<file path="config.mk">
export PLATFORM = sky130hd
export DESIGN_NAME = xbar_id_order_tracker
export DESIGN_NICKNAME = d
export VERILOG_FILES = /design/src/rtl/xbar_id_order_tracker.sv
export SDC_FILE = /design/constraint.sdc
export NUM_CORES = 1
export LEC_CHECK = 0
export CAP_MARGIN = 10
export CORE_MARGIN = 5
export CORE_UTILIZATION = 45
export DETAILED_ROUTE_END_ITERATION = 10
export HOLD_SLACK_MARGIN = 0.08
export PLACE_DENSITY = 0.59
export SLEW_MARGIN = 20
export SYNTH_ARGS = -nofsm -noshare
export SYNTH_HDL_FRONTEND = slang
export SYNTH_SLANG_ARGS = --single-unit
</file>
<file path="constraint.sdc">
create_clock -name ACLK -period 3.96 [get_ports ACLK]
set_input_delay 0.396 -clock ACLK [delete_from_list [all_inputs] [get_ports ACLK]]
set_output_delay 0.396 -clock ACLK [all_outputs]
set_load 0.02 [all_outputs]
</file>
<file path="src/rtl/xbar_id_order_tracker.sv">
// Purpose : per-master outstanding-transaction tracker; per-ID counters with a locked destination slave, plus a global cap.
// Latency : req_allow/block_reason combinational from registered state; issue/completion visible one cycle after the edge.
// Backpr. : req_allow=0 holds the head request in the master FIFO; completions are never stalled.
//
// Ports:
//   ACLK, ARESETn                       clock, asynchronous active-low reset
//   req_valid/req_id/req_dest_slave     head-of-FIFO address request
//   req_allow, block_reason             forwarding permission and reason when blocked (0 idle/allowed, 1 dest, 2 per-ID, 3 total)
//   req_issue                           head request popped and forwarded this cycle
//   cpl_valid/cpl_last/cpl_id           response beat pushed to the master return FIFO
//   total_outstanding, busy             registered global outstanding count and non-zero flag
//   err_underflow, err_illegal_issue    sticky protocol-error flags
module xbar_id_order_tracker #(
    parameter int ID_WIDTH   = 4,
    parameter int slaves     = 2,
    parameter int MAX_PER_ID = 4,
    parameter int MAX_TOTAL  = 8
) (
    input  logic                             ACLK,
    input  logic                             ARESETn,
    input  logic                             req_valid,
    input  logic [ID_WIDTH-1:0]              req_id,
    input  logic [$clog2(slaves)-1:0]        req_dest_slave,
    output logic                             req_allow,
    output logic [1:0]                       block_reason,
    input  logic                             req_issue,
    input  logic                             cpl_valid,
    input  logic                             cpl_last,
    input  logic [ID_WIDTH-1:0]              cpl_id,
    output logic [$clog2(MAX_TOTAL+1)-1:0]   total_outstanding,
    output logic                             busy,
    output logic                             err_underflow,
    output logic                             err_illegal_issue
);

    localparam int IDS = 2 ** ID_WIDTH;
    localparam int DW  = $clog2(slaves);
    localparam int CW  = $clog2(MAX_PER_ID + 1);
    localparam int TW  = $clog2(MAX_TOTAL + 1);

    localparam logic [CW-1:0] CNT_MAX = CW'(MAX_PER_ID);
    localparam logic [CW-1:0] CNT_ONE = CW'(1);
    localparam logic [TW-1:0] TOT_MAX = TW'(MAX_TOTAL);
    localparam logic [TW-1:0] TOT_ONE = TW'(1);

    logic [CW-1:0]  r_cnt   [IDS];
    logic [DW-1:0]  r_dest  [IDS];
    logic [TW-1:0]  r_total;
    logic           r_err_underflow;
    logic           r_err_illegal_issue;

    logic [CW-1:0]  w_cnt_req;
    logic           w_id_idle;
    logic           w_dest_match;
    logic           w_id_full;
    logic           w_total_full;
    logic           w_allow;
    logic           w_issue;
    logic           w_cpl_hit;
    logic           w_cpl;
    logic [IDS-1:0] w_inc;
    logic [IDS-1:0] w_dec;

    // Allow decision uses registered state only; a completion in the same
    // cycle frees its slot on the following cycle, never combinationally.
    assign w_cnt_req    = r_cnt[req_id];
    assign w_id_idle    = (w_cnt_req == '0);
    assign w_dest_match = (r_dest[req_id] == req_dest_slave);
    assign w_id_full    = (w_cnt_req == CNT_MAX);
    assign w_total_full = (r_total == TOT_MAX);

    assign w_allow   = req_valid & ~w_total_full & (w_id_idle | (w_dest_match & ~w_id_full));
    assign req_allow = w_allow;

    always_comb begin
        block_reason = 2'd0;
        if (req_valid && !w_allow) begin
            if (w_total_full)
                block_reason = 2'd3;
            else if (!w_id_idle && !w_dest_match)
                block_reason = 2'd1;
            else if (w_id_full)
                block_reason = 2'd2;
        end
    end

    assign w_issue   = req_issue & w_allow;
    assign w_cpl_hit = cpl_valid & cpl_last;
    // Completions against an idle ID are dropped so counters never wrap.
    assign w_cpl     = w_cpl_hit & (r_cnt[cpl_id] != '0);

    always_comb begin
        w_inc = '0;
        w_dec = '0;
        if (w_issue) w_inc[req_id] = 1'b1;
        if (w_cpl)   w_dec[cpl_id] = 1'b1;
    end

    always_ff @(posedge ACLK or negedge ARESETn) begin
        if (!ARESETn) begin
            for (int i = 0; i < IDS; i++) begin
                r_cnt[i]  <= '0;
                r_dest[i] <= '0;
            end
            r_total             <= '0;
            r_err_underflow     <= 1'b0;
            r_err_illegal_issue <= 1'b0;
        end else begin
            for (int i = 0; i < IDS; i++) begin
                // Same-ID issue and completion cancel out.
                if (w_inc[i] && !w_dec[i])
                    r_cnt[i] <= r_cnt[i] + CNT_ONE;
                else if (w_dec[i] && !w_inc[i])
                    r_cnt[i] <= r_cnt[i] - CNT_ONE;
                // Destination locks on the first outstanding transaction only.
                if (w_inc[i] && (r_cnt[i] == '0))
                    r_dest[i] <= req_dest_slave;
            end
            if (w_issue && !w_cpl)
                r_total <= r_total + TOT_ONE;
            else if (w_cpl && !w_issue)
                r_total <= r_total - TOT_ONE;
            if (w_cpl_hit && (r_cnt[cpl_id] == '0))
                r_err_underflow <= 1'b1;
            if (req_issue && !w_allow)
                r_err_illegal_issue <= 1'b1;
        end
    end

    assign total_outstanding = r_total;
    assign busy              = (r_total != '0);
    assign err_underflow     = r_err_underflow;
    assign err_illegal_issue = r_err_illegal_issue;

endmodule
</file>
==> flow_summary_export.csv, run 1 <==
group,metric,value,unit
floorplan,die_w,111,um
routing,drt_wl_total,10900,um
sta,max-slew-margin-rel,0.529,
critical_path,startpoint_type,"input port",
critical_path,crit_path_max_fanout,12,
clock_tree,clk_pin_slew,0.08,ns
sta,worstMarginPinSlew,0.707,ns
sta,fin_crit_sh,0.930,
synth,synth-seq-cells,70,
routing,wl_met2,5040,um
power,p_seq_frac,0.423,
global_routing,grt_pass1_vias,3440,
clock_tree,cts_buffer_depth,2,
floorplan,core_area,9820,um^2
synth,synth_compound_area_frac,0.0430,
power,internal-power,2130,uW
routing,drt-wirelength-per-cell,18.4,um
synth,ys_async_sr_fraction,1.00,
critical_path,path_class,"in2reg",
synth,synth.largest_area_cell,"dfrtp_1",
clock_tree,cts_sinks,70,
synth,synth_top_area_share,0.384,
synth,yosys-top-cells-area,"dfrtp_1 38%, mux2_2 8.1%, fa_1 7.5%, xor2_1 6.3%, ha_1 5.2%",
critical_path,crit_path_end_kind,"flop",
placement,place.gp.congestion,0.876,
routing,top_layer,"met4",
floorplan,die_h,111,um
global_routing,antenna_found_initial,0,
finish,multi_input_area,2630,um^2
finish,area_growth,16.6,%
sta,finClkSkew,0.0111,ns
global_routing,grt_max_degree,43,
clock_tree,cts_buffers,9,
synth,synth_mux_area_frac,0.141,
synth,synth_top_flop_cell,"dfrtp_1",
critical_path,arrival,3.93,ns
power,p_sw_frac,0.367,
global_routing,track_usage,0.187,
floorplan,boundaryPins,25,
synth,synth_top_family_by_area,"simple AND/OR/NAND/NOR gates",
routing,dr.pass1.iters,5,
finish,n_antenna_cell,0,
power,total_power,3370,uW
finish,nFillCells,879,
finish,nets,503,
floorplan,initial_core_util,0.465,
routing,drt_first_iter_violations,255,
critical_path,ff2ff_setup_slack,0.38,ns
sta,drv_slew,0,
clock_tree,h-tree-depth,3,
clock_tree,root_buffer,"clkbuf_8",
power,p_switching,1240,uW
clock_tree,postCtsHoldBufs,0,
routing,drt-met1-wl,4840,um
synth,synth_nets,460,
sta,period_minus_slack,3.68,ns
routing,vias,3345,
routing,ant_nets,0,
synth,ys_warn_count,0,
routing,routed-wl-met3,726,um
sta,setup_viol,0,
finish,fin_area,5320,um^2
global_routing,overflow,0,
synth,syn_inst,409,
floorplan,rows,36,
sta,fmax,0.271,GHz
finish,regArea,1750,um^2
synth,synthAdderAreaFrac,0.127,
clock_tree,cts_setup_buffers,0,
global_routing,grt_pass1_wl,18200,um
power,p_comb_frac,0.369,
sta,rsz0062_at_grt,"false",
placement,dp_hpwl,8100,um
routing,avgViaCountPerCell,5.67,
clock_tree,cts_tree,"done",
synth,synth_xor_area_frac,0.102,
power,power_per_cell_area,632,nW/um^2
run,maxCapViolations,0,
synth,synth_edf_count,0,
power,p_leak,0.00224,uW
synth,syn_avg_cell_area,11.2,um^2
synth,synthSimpleGateAreaFrac,0.165,
finish,drive_gt1_frac,0.199,
sta,hold_viol,0,
synth,ys_seq_area_frac,0.384,
finish,final_common_cell,"dfrtp_1",
status,status,"completed",
finish,final_cell_mix,"70 x dfrtp_1, 34 x nor3_1, 33 x mux2_2, 33 x xor2_1",
synth,synth_cell_type_count,51,
hold_path,hold_path_class,"in2async",
placement,place_area,5090,um^2
power,irDropWorstVdd,0.337,mV
floorplan,die_area,12300,um^2
clock_tree,clk_latency,0.36,ns
clock_tree,post_cts_resized,0,
power,power_frac_clock,0.208,
critical_path,crit_required,4.21,ns
routing,route.detailed.drc,0,
synth,syn_area,4570,um^2
placement,portBuffers,24,
==> layer usage <==
layer  vias to the layer above  global-route usage
met5                         -                   0
met4                         0              0.0690
met3                        25              0.0486
met2                       140               0.286
met1                      1650               0.257
li1                       1530                   -
==> kinds of logic after synthesis <==
| group | count (synthesis) |
|---|---|
| buffers and inverters | 37 |
| AOI/OAI and AO/OA | 25 |
| xor gates and xnor gates | 53 |
| muxes | 50 |
| and+or+nand+nor | 138 |
| adders and majority gates | 36 |
| DFF | 70 |
==> final timing paths <==
check	from	endpoint	cells after the start
min in group ACLK	err_illegal_issue$_DFFE_PN0P_	err_illegal_issue$_DFFE_PN0P_	1
setup / recovery	cpl_id[1]	r_cnt[37]$_DFFE_PN0P_	12
max in group asynchronous	ARESETn	r_cnt[28]$_DFFE_PN0P_	2
setup reg to reg	r_cnt[18]$_DFFE_PN0P_	r_cnt[20]$_DFFE_PN0P_	12
hold reg to reg	err_illegal_issue$_DFFE_PN0P_	err_illegal_issue$_DFFE_PN0P_	1
hold / removal	ARESETn	r_cnt[15]$_DFFE_PN0P_	1
==> power groups by stage <==
stage	registers, uW	logic, uW	clock network, uW
finish	1420	1240	700
detailed placement	1430	1250	0
global placement	1430	1200	0
CTS	1420	1260	717
global route	1480	1400	750
floorplan	1340	889	0
==> state kept, by name, summed over array words and instances, names as in the netlist <==
name               cells
r_cnt                 48
r_dest                16
total_outstanding      4
err_illegal_issue      1
err_underflow          1
==> worst max-delay path, cell delays in order <==
cell,delay (ns)
clkdlybuf4s50_1,0.50
buf_4,0.23
nor2_1,0.49
a22oi_1,0.19
a31oi_1,0.29
o311a_1,0.43
buf_4,0.26
nand4_1,0.14
ha_1,0.25
inv_1,0.07
fa_1,0.40
mux2_2,0.27
==> final cells by class <==
cell class | count | share of cell area
tap | 133 | 0.0313
inverter | 20 | 0.0141
timing repair buffer | 49 | 0.0865
multi-input combinational | 302 | 0.495
sequential | 70 | 0.329
clock buffer | 9 | 0.0233
clock inverter | 7 | 0.0212
==> cells in the mapped netlist, types with 2 or more instances <==
master,n
dfrtp_1,70
nor3_1,34
mux2_2,33
xor2_1,33
nor2_1,23
xnor2_1,20
ha_1,19
inv_1,19
nand3_1,18
fa_1,17
or3_1,13
clkbuf_1,9
mux2i_1,9
nand2_1,9
mux4_2,8
nand4_1,8
nor2b_1,7
a21oi_1,4
nor3b_1,4
o21ai_0,4
and2_1,3
and3_1,3
buf_2,3
buf_6,3
nand2b_1,3
nor3_2,3
a21o_1,2
a22oi_1,2
nor4_1,2
or4_1,2
or4b_1,2
==> through the flow <==
step / std cells / setup slack, ns / setup TNS [ns] / utilization / hold slack, ns
after CTS: 590 / 0.318 / 0 / 0.542 / 0.108
after detailed placement: 574 / -0.0487 / -0.206 / 0.518 / 0.460
after global routing: 590 / 0.126 / 0 / 0.542 / 0.137
after floorplan: 409 / 0.625 / 0 / - / 0.100
final: 590 / 0.276 / 0 / 0.542 / 0.0897
after global placement: 574 / -0.0239 / -0.0284 / 0.518 / 0.454
Power figures use the tool's default switching activity.
==> inputs of run 2 (changes only) <==
ABC_CLOCK_PERIOD_IN_PS = 3960   (was default)
CORE_ASPECT_RATIO = 0.7   (was default)
==> run 2 against run 1 <==
Against the previous run:
- clock-buffer cell count rose by 2
- die area increased by 0.27%
- critical path depth shrank 1
- fmax rose by 1.4%
- critical path type unchanged
- register-to-register slack about the same
- highest routed layer unchanged
- combinational power is essentially flat
- wire length increased by 1.5%
- power up 1.5%
- first-iteration DRC count rose by 9.8%
==> flow_summary_export.csv, run 2 (same netlist as run 1, synthesis figures left out) <==
group,metric,value,unit
critical_path,crit_path_end_kind,"flop",
routing,drt-met1-wl,5390,um
finish,area_growth,16.9,%
sta,drv_slew,0,
power,p_leak,0.00225,uW
global_routing,track_usage,0.199,
power,power_per_cell_area,640,nW/um^2
sta,setup_tns,0,ns
power,irDropWorstVdd,0.362,mV
routing,top_layer,"met4",
placement,dp.cells,570,
sta,fin_crit_sh,0.918,
run,maxCapViolations,0,
sta,period_minus_slack,3.63,ns
clock_tree,cts_sinks,70,
finish,largest_reg_flops,48,
clock_tree,cts_tree,"done",
clock_tree,clk_pin_slew,0.05,ns
placement,place.gp.congestion,0.848,
routing,routed-wl-met3,769,um
finish,final_cell_mix,"70 x dfrtp_1, 34 x nor3_1, 33 x mux2_2, 33 x xor2_1, 24 x buf_4",
global_routing,grt_max_degree,41,
sta,max-slew-margin-rel,0.390,
finish,nFillCells,847,
finish,finalNonFillerCells,583,
finish,top_register,"r_cnt",
placement,place_area,5080,um^2
floorplan,boundaryPins,25,
global_routing,overflow,0,
sta,hold_viol,0,
sta,fmax,0.275,GHz
global_routing,antenna_found_initial,0,
critical_path,startpoint_type,"input port",
routing,avgViaCountPerCell,5.63,
finish,n_antenna_cell,0,
clock_tree,cts_buffer_depth,2,
status,status,"completed",
finish,final_common_cell,"dfrtp_1",
routing,drt-wirelength-per-cell,18.9,um
clock_tree,clk_latency,0.34,ns
routing,ant_nets,0,
routing,vias,3282,
global_routing,grt_pass1_wl,18400,um
sta,finClkSkew,0.00619,ns
floorplan,die_w,130,um
routing,dr.pass1.iters,4,
hold_path,hold_path_class,"in2async",
critical_path,path_class,"in2reg",
sta,setup_viol,0,
placement,portBuffers,24,
sta,rsz0062_at_grt,"false",
clock_tree,postCtsHoldBufs,0,
finish,nets,504,
routing,route.detailed.drc,0,
critical_path,arrival,3.85,ns
clock_tree,root_buffer,"clkbuf_16",
critical_path,crit_required,4.18,ns
routing,drt_first_iter_violations,280,
floorplan,die_h,94.3,um
clock_tree,cts_buffers,9,
routing,wl_met2,4650,um
clock_tree,h-tree-depth,3,
routing,drt_wl_total,11000,um
finish,fin_area,5340,um^2
floorplan,core_area,9800,um^2
sta,worstMarginPinSlew,0.916,ns
global_routing,grt_pass1_vias,3375,
clock_tree,cts_setup_buffers,0,
finish,drive_gt1_frac,0.196,
floorplan,die_area,12300,um^2
sta,hold_slack,0.190,ns
critical_path,crit_path_max_fanout,10,
floorplan,initial_core_util,0.466,
clock_tree,post_cts_resized,0,
floorplan,rows,30,
placement,dp_hpwl,8470,um
[run 2: changes by cell type in the layout (fill, tap and decap cells not counted)]
| cell | delta |
|---|---|
| clkbuf_16 | +9 |
| clkbuf_8 | -7 |
| bufinv_16 | -3 |
| buf_4 | +2 |
| buf_12 | -1 |
| clkinv_2 | -1 |
| clkinvlp_4 | -1 |
[run 2: cell type report]
class	instances	area, um^2	share of cell area
Clock buffer	11	253	0.0473
Clock inverter	2	10.0	0.00187
Inverter	20	75.1	0.0141
Multi-Input combinational cell	302	2630	0.493
Sequential cell	70	1750	0.328
Tap cell	128	160	0.0300
Timing Repair Buffer	50	455	0.0853
[run 2: critical path, cell delays in order]
cell             delay, ns
clkdlybuf4s50_1       0.61
nor2_1                0.52
a22oi_1               0.18
a31oi_1               0.28
o311a_1               0.44
buf_4                 0.26
nand3_1               0.14
ha_1                  0.25
inv_1                 0.07
fa_1                  0.42
mux2_2                0.27
[run 2: final timing paths]
check / slack (ns) / depth (start not counted) / endpoint / startpoint
setup / recovery: 0.33 / 11 / r_cnt[16]$_DFFE_PN0P_ / cpl_id[0]
hold / removal: 0.19 / 1 / r_cnt[15]$_DFFE_PN0P_ / ARESETn
setup reg to reg: 0.39 / 12 / r_cnt[17]$_DFFE_PN0P_ / r_cnt[12]$_DFFE_PN0P_
hold reg to reg: 0.46 / 1 / err_underflow$_DFFE_PN0P_ / err_underflow$_DFFE_PN0P_
max in group asynchronous: 2.83 / 2 / r_dest[3]$_DFFE_PN0P_ / ARESETn
min in group ACLK: 0.46 / 1 / err_underflow$_DFFE_PN0P_ / err_underflow$_DFFE_PN0P_
[run 2: layer usage]
layer	vias up	GRT usage
met1	1621	0.300
met2	105	0.276
met4	0	0.0685
met3	18	0.0477
met5	-	0
li1	1538	-
[run 2: power by group]
part           internal [uW]  switching [uW]
registers               1030             402
clock network            444             287
logic                    686             566
[run 2: metrics by stage]
step / power, uW / worst slack (ns) / util
3_3_place_gp: 2640 / 0.0582 / 0.518
4_1_cts: 3450 / 0.353 / 0.545
6_report: 3420 / 0.326 / 0.545
3_5_place_dp: 2690 / 0.0304 / 0.518
5_1_grt: 3680 / 0.121 / 0.545
2_1_floorplan: 2230 / 0.625 / -
==> inputs of run 3 (changes only) <==
MAX_ROUTING_LAYER = met4   (was default)
==> run 3 against run 2 <==
Against the previous run:
- clock power hardly changed
- die area stayed put
- power hardly changed
- utilization is the same
- sequential power is essentially flat
- final area stayed put
- clock skew rose by 0.0014 ns
- critical path depth did not move
- non-clock buffer count stayed put
- combinational power hardly changed
- worst hold slack improved by 0.0046 ns
- fmax rose by 0.29%
- largest power group unchanged
- highest routed layer unchanged
==> flow_summary_export.csv, run 3 (same netlist as run 1, synthesis figures left out) <==
group,metric,value,unit
sta,setup_viol,0,
critical_path,path_class,"in2reg",
finish,largest_reg_flops,48,
global_routing,antenna_found_initial,0,
sta,max-slew-margin-rel,0.396,
global_routing,overflow,0,
clock_tree,cts_sinks,70,
global_routing,grt_max_degree,41,
finish,nFillCells,847,
sta,finClkSkew,0.00757,ns
clock_tree,h-tree-depth,3,
sta,hold_viol,0,
power,power_per_cell_area,640,nW/um^2
global_routing,track_usage,0.205,
routing,drt_first_iter_violations,319,
power,p_leak,0.00225,uW
routing,vias,3271,
hold_path,hold_path_class,"in2async",
finish,top_register,"r_cnt",
placement,dp_hpwl,8470,um
finish,drive_gt1_frac,0.196,
sta,drv_slew,0,
critical_path,reg2reg_from,"r_cnt[12]$_DFFE_PN0P_",
status,status,"completed",
floorplan,boundaryPins,25,
critical_path,arrival,3.84,ns
sta,fmax,0.276,GHz
finish,nets,504,
routing,ant_nets,0,
critical_path,crit_path_end_kind,"flop",
finish,fin_util,0.545,
clock_tree,post_cts_resized,0,
sta,worstMarginPinSlew,0.906,ns
routing,drt-wirelength-per-cell,19.0,um
sta,setup_tns,0,ns
clock_tree,cts_buffers,9,
finish,area_growth,16.9,%
placement,portBuffers,24,
clock_tree,clk_latency,0.34,ns
routing,avgViaCountPerCell,5.61,
floorplan,initial_core_util,0.466,
finish,n_antenna_cell,0,
critical_path,crit_required,4.18,ns
clock_tree,cts_buffer_depth,2,
sta,fin_crit_sh,0.915,
floorplan,core_area,9800,um^2
sta,period_minus_slack,3.62,ns
critical_path,startpoint_type,"input port",
clock_tree,cts_setup_buffers,0,
clock_tree,cts_tree,"done",
floorplan,rows,30,
finish,final_common_cell,"dfrtp_1",
placement,place.gp.congestion,0.861,
clock_tree,clk_pin_slew,0.05,ns
critical_path,crit_path_max_fanout,10,
global_routing,grt_pass1_vias,3367,
routing,drt_wl_total,11000,um
power,irDropWorstVdd,0.362,mV
clock_tree,root_buffer,"clkbuf_16",
global_routing,grt_pass1_wl,18400,um
floorplan,die_h,94.3,um
routing,route.detailed.drc,0,
run,maxCapViolations,0,
routing,dr.pass1.iters,4,
finish,final_cell_mix,"70 x dfrtp_1, 34 x nor3_1, 33 x mux2_2, 33 x xor2_1, 24 x buf_4",
clock_tree,postCtsHoldBufs,0,
floorplan,die_area,12300,um^2
sta,rsz0062_at_grt,"false",
critical_path,crit_start,"cpl_id[0]",
floorplan,die_w,130,um
-- run 3: where the power goes --
part           internal, uW  switching, uW  total, uW
Sequential             1030            404       1430
Combinational           686            567       1250
Clock                   444            285        730
Total                  2160           1260       3420
-- run 3: area by class of cell --
class	instances	area, um^2	area share
multi-input cells	302	2630	0.493
flip-flops and latches	70	1750	0.328
repair buffers	50	455	0.0853
clock buffers	11	253	0.0473
well taps	128	160	0.0300
inverters	20	75.1	0.0141
clock inverters	2	10.0	0.00187
-- run 3: worst paths after layout --
path / endpoint / slack, ns / depth (start not counted)
max reg2reg: r_cnt[17]$_DFFE_PN0P_ / 0.40 / 12
min reg2reg: err_underflow$_DFFE_PN0P_ / 0.46 / 1
max: r_cnt[16]$_DFFE_PN0P_ / 0.34 / 11
min: r_cnt[15]$_DFFE_PN0P_ / 0.20 / 1
min in group ACLK: err_underflow$_DFFE_PN0P_ / 0.46 / 1
max in group asynchronous: r_dest[3]$_DFFE_PN0P_ / 2.83 / 2
-- run 3: metal layers --
metal,part of all wire,wire length (um),track usage,up-vias
met3,0.066,726,0.0477,18
met5,0,0,-,-
li1,-,-,-,1544
met4,0.020,223,0.0711,0
met2,0.43,4710,0.279,101
met1,0.49,5390,0.300,1608
-- run 3: stage by stage --
stage	setup slack (ns)	total power (uW)	cells	instance area, um^2	hold slack, ns
floorplan	0.625	2230	409	4570	0.100
global placement	0.0582	2640	570	5080	0.452
detailed placement	0.0304	2690	570	5080	0.457
CTS	0.353	3450	583	5340	0.232
global route	0.122	3690	583	5340	0.284
finish	0.336	3420	583	5340	0.195
-- run 3: critical path: stages --
cell and delay, ns:
clkdlybuf4s50_1 0.61, nor2_1 0.52, a22oi_1 0.17, a31oi_1 0.29, o311a_1 0.43, buf_4 0.26, nand3_1 0.14, ha_1 0.25
inv_1 0.07, fa_1 0.42, mux2_2 0.27
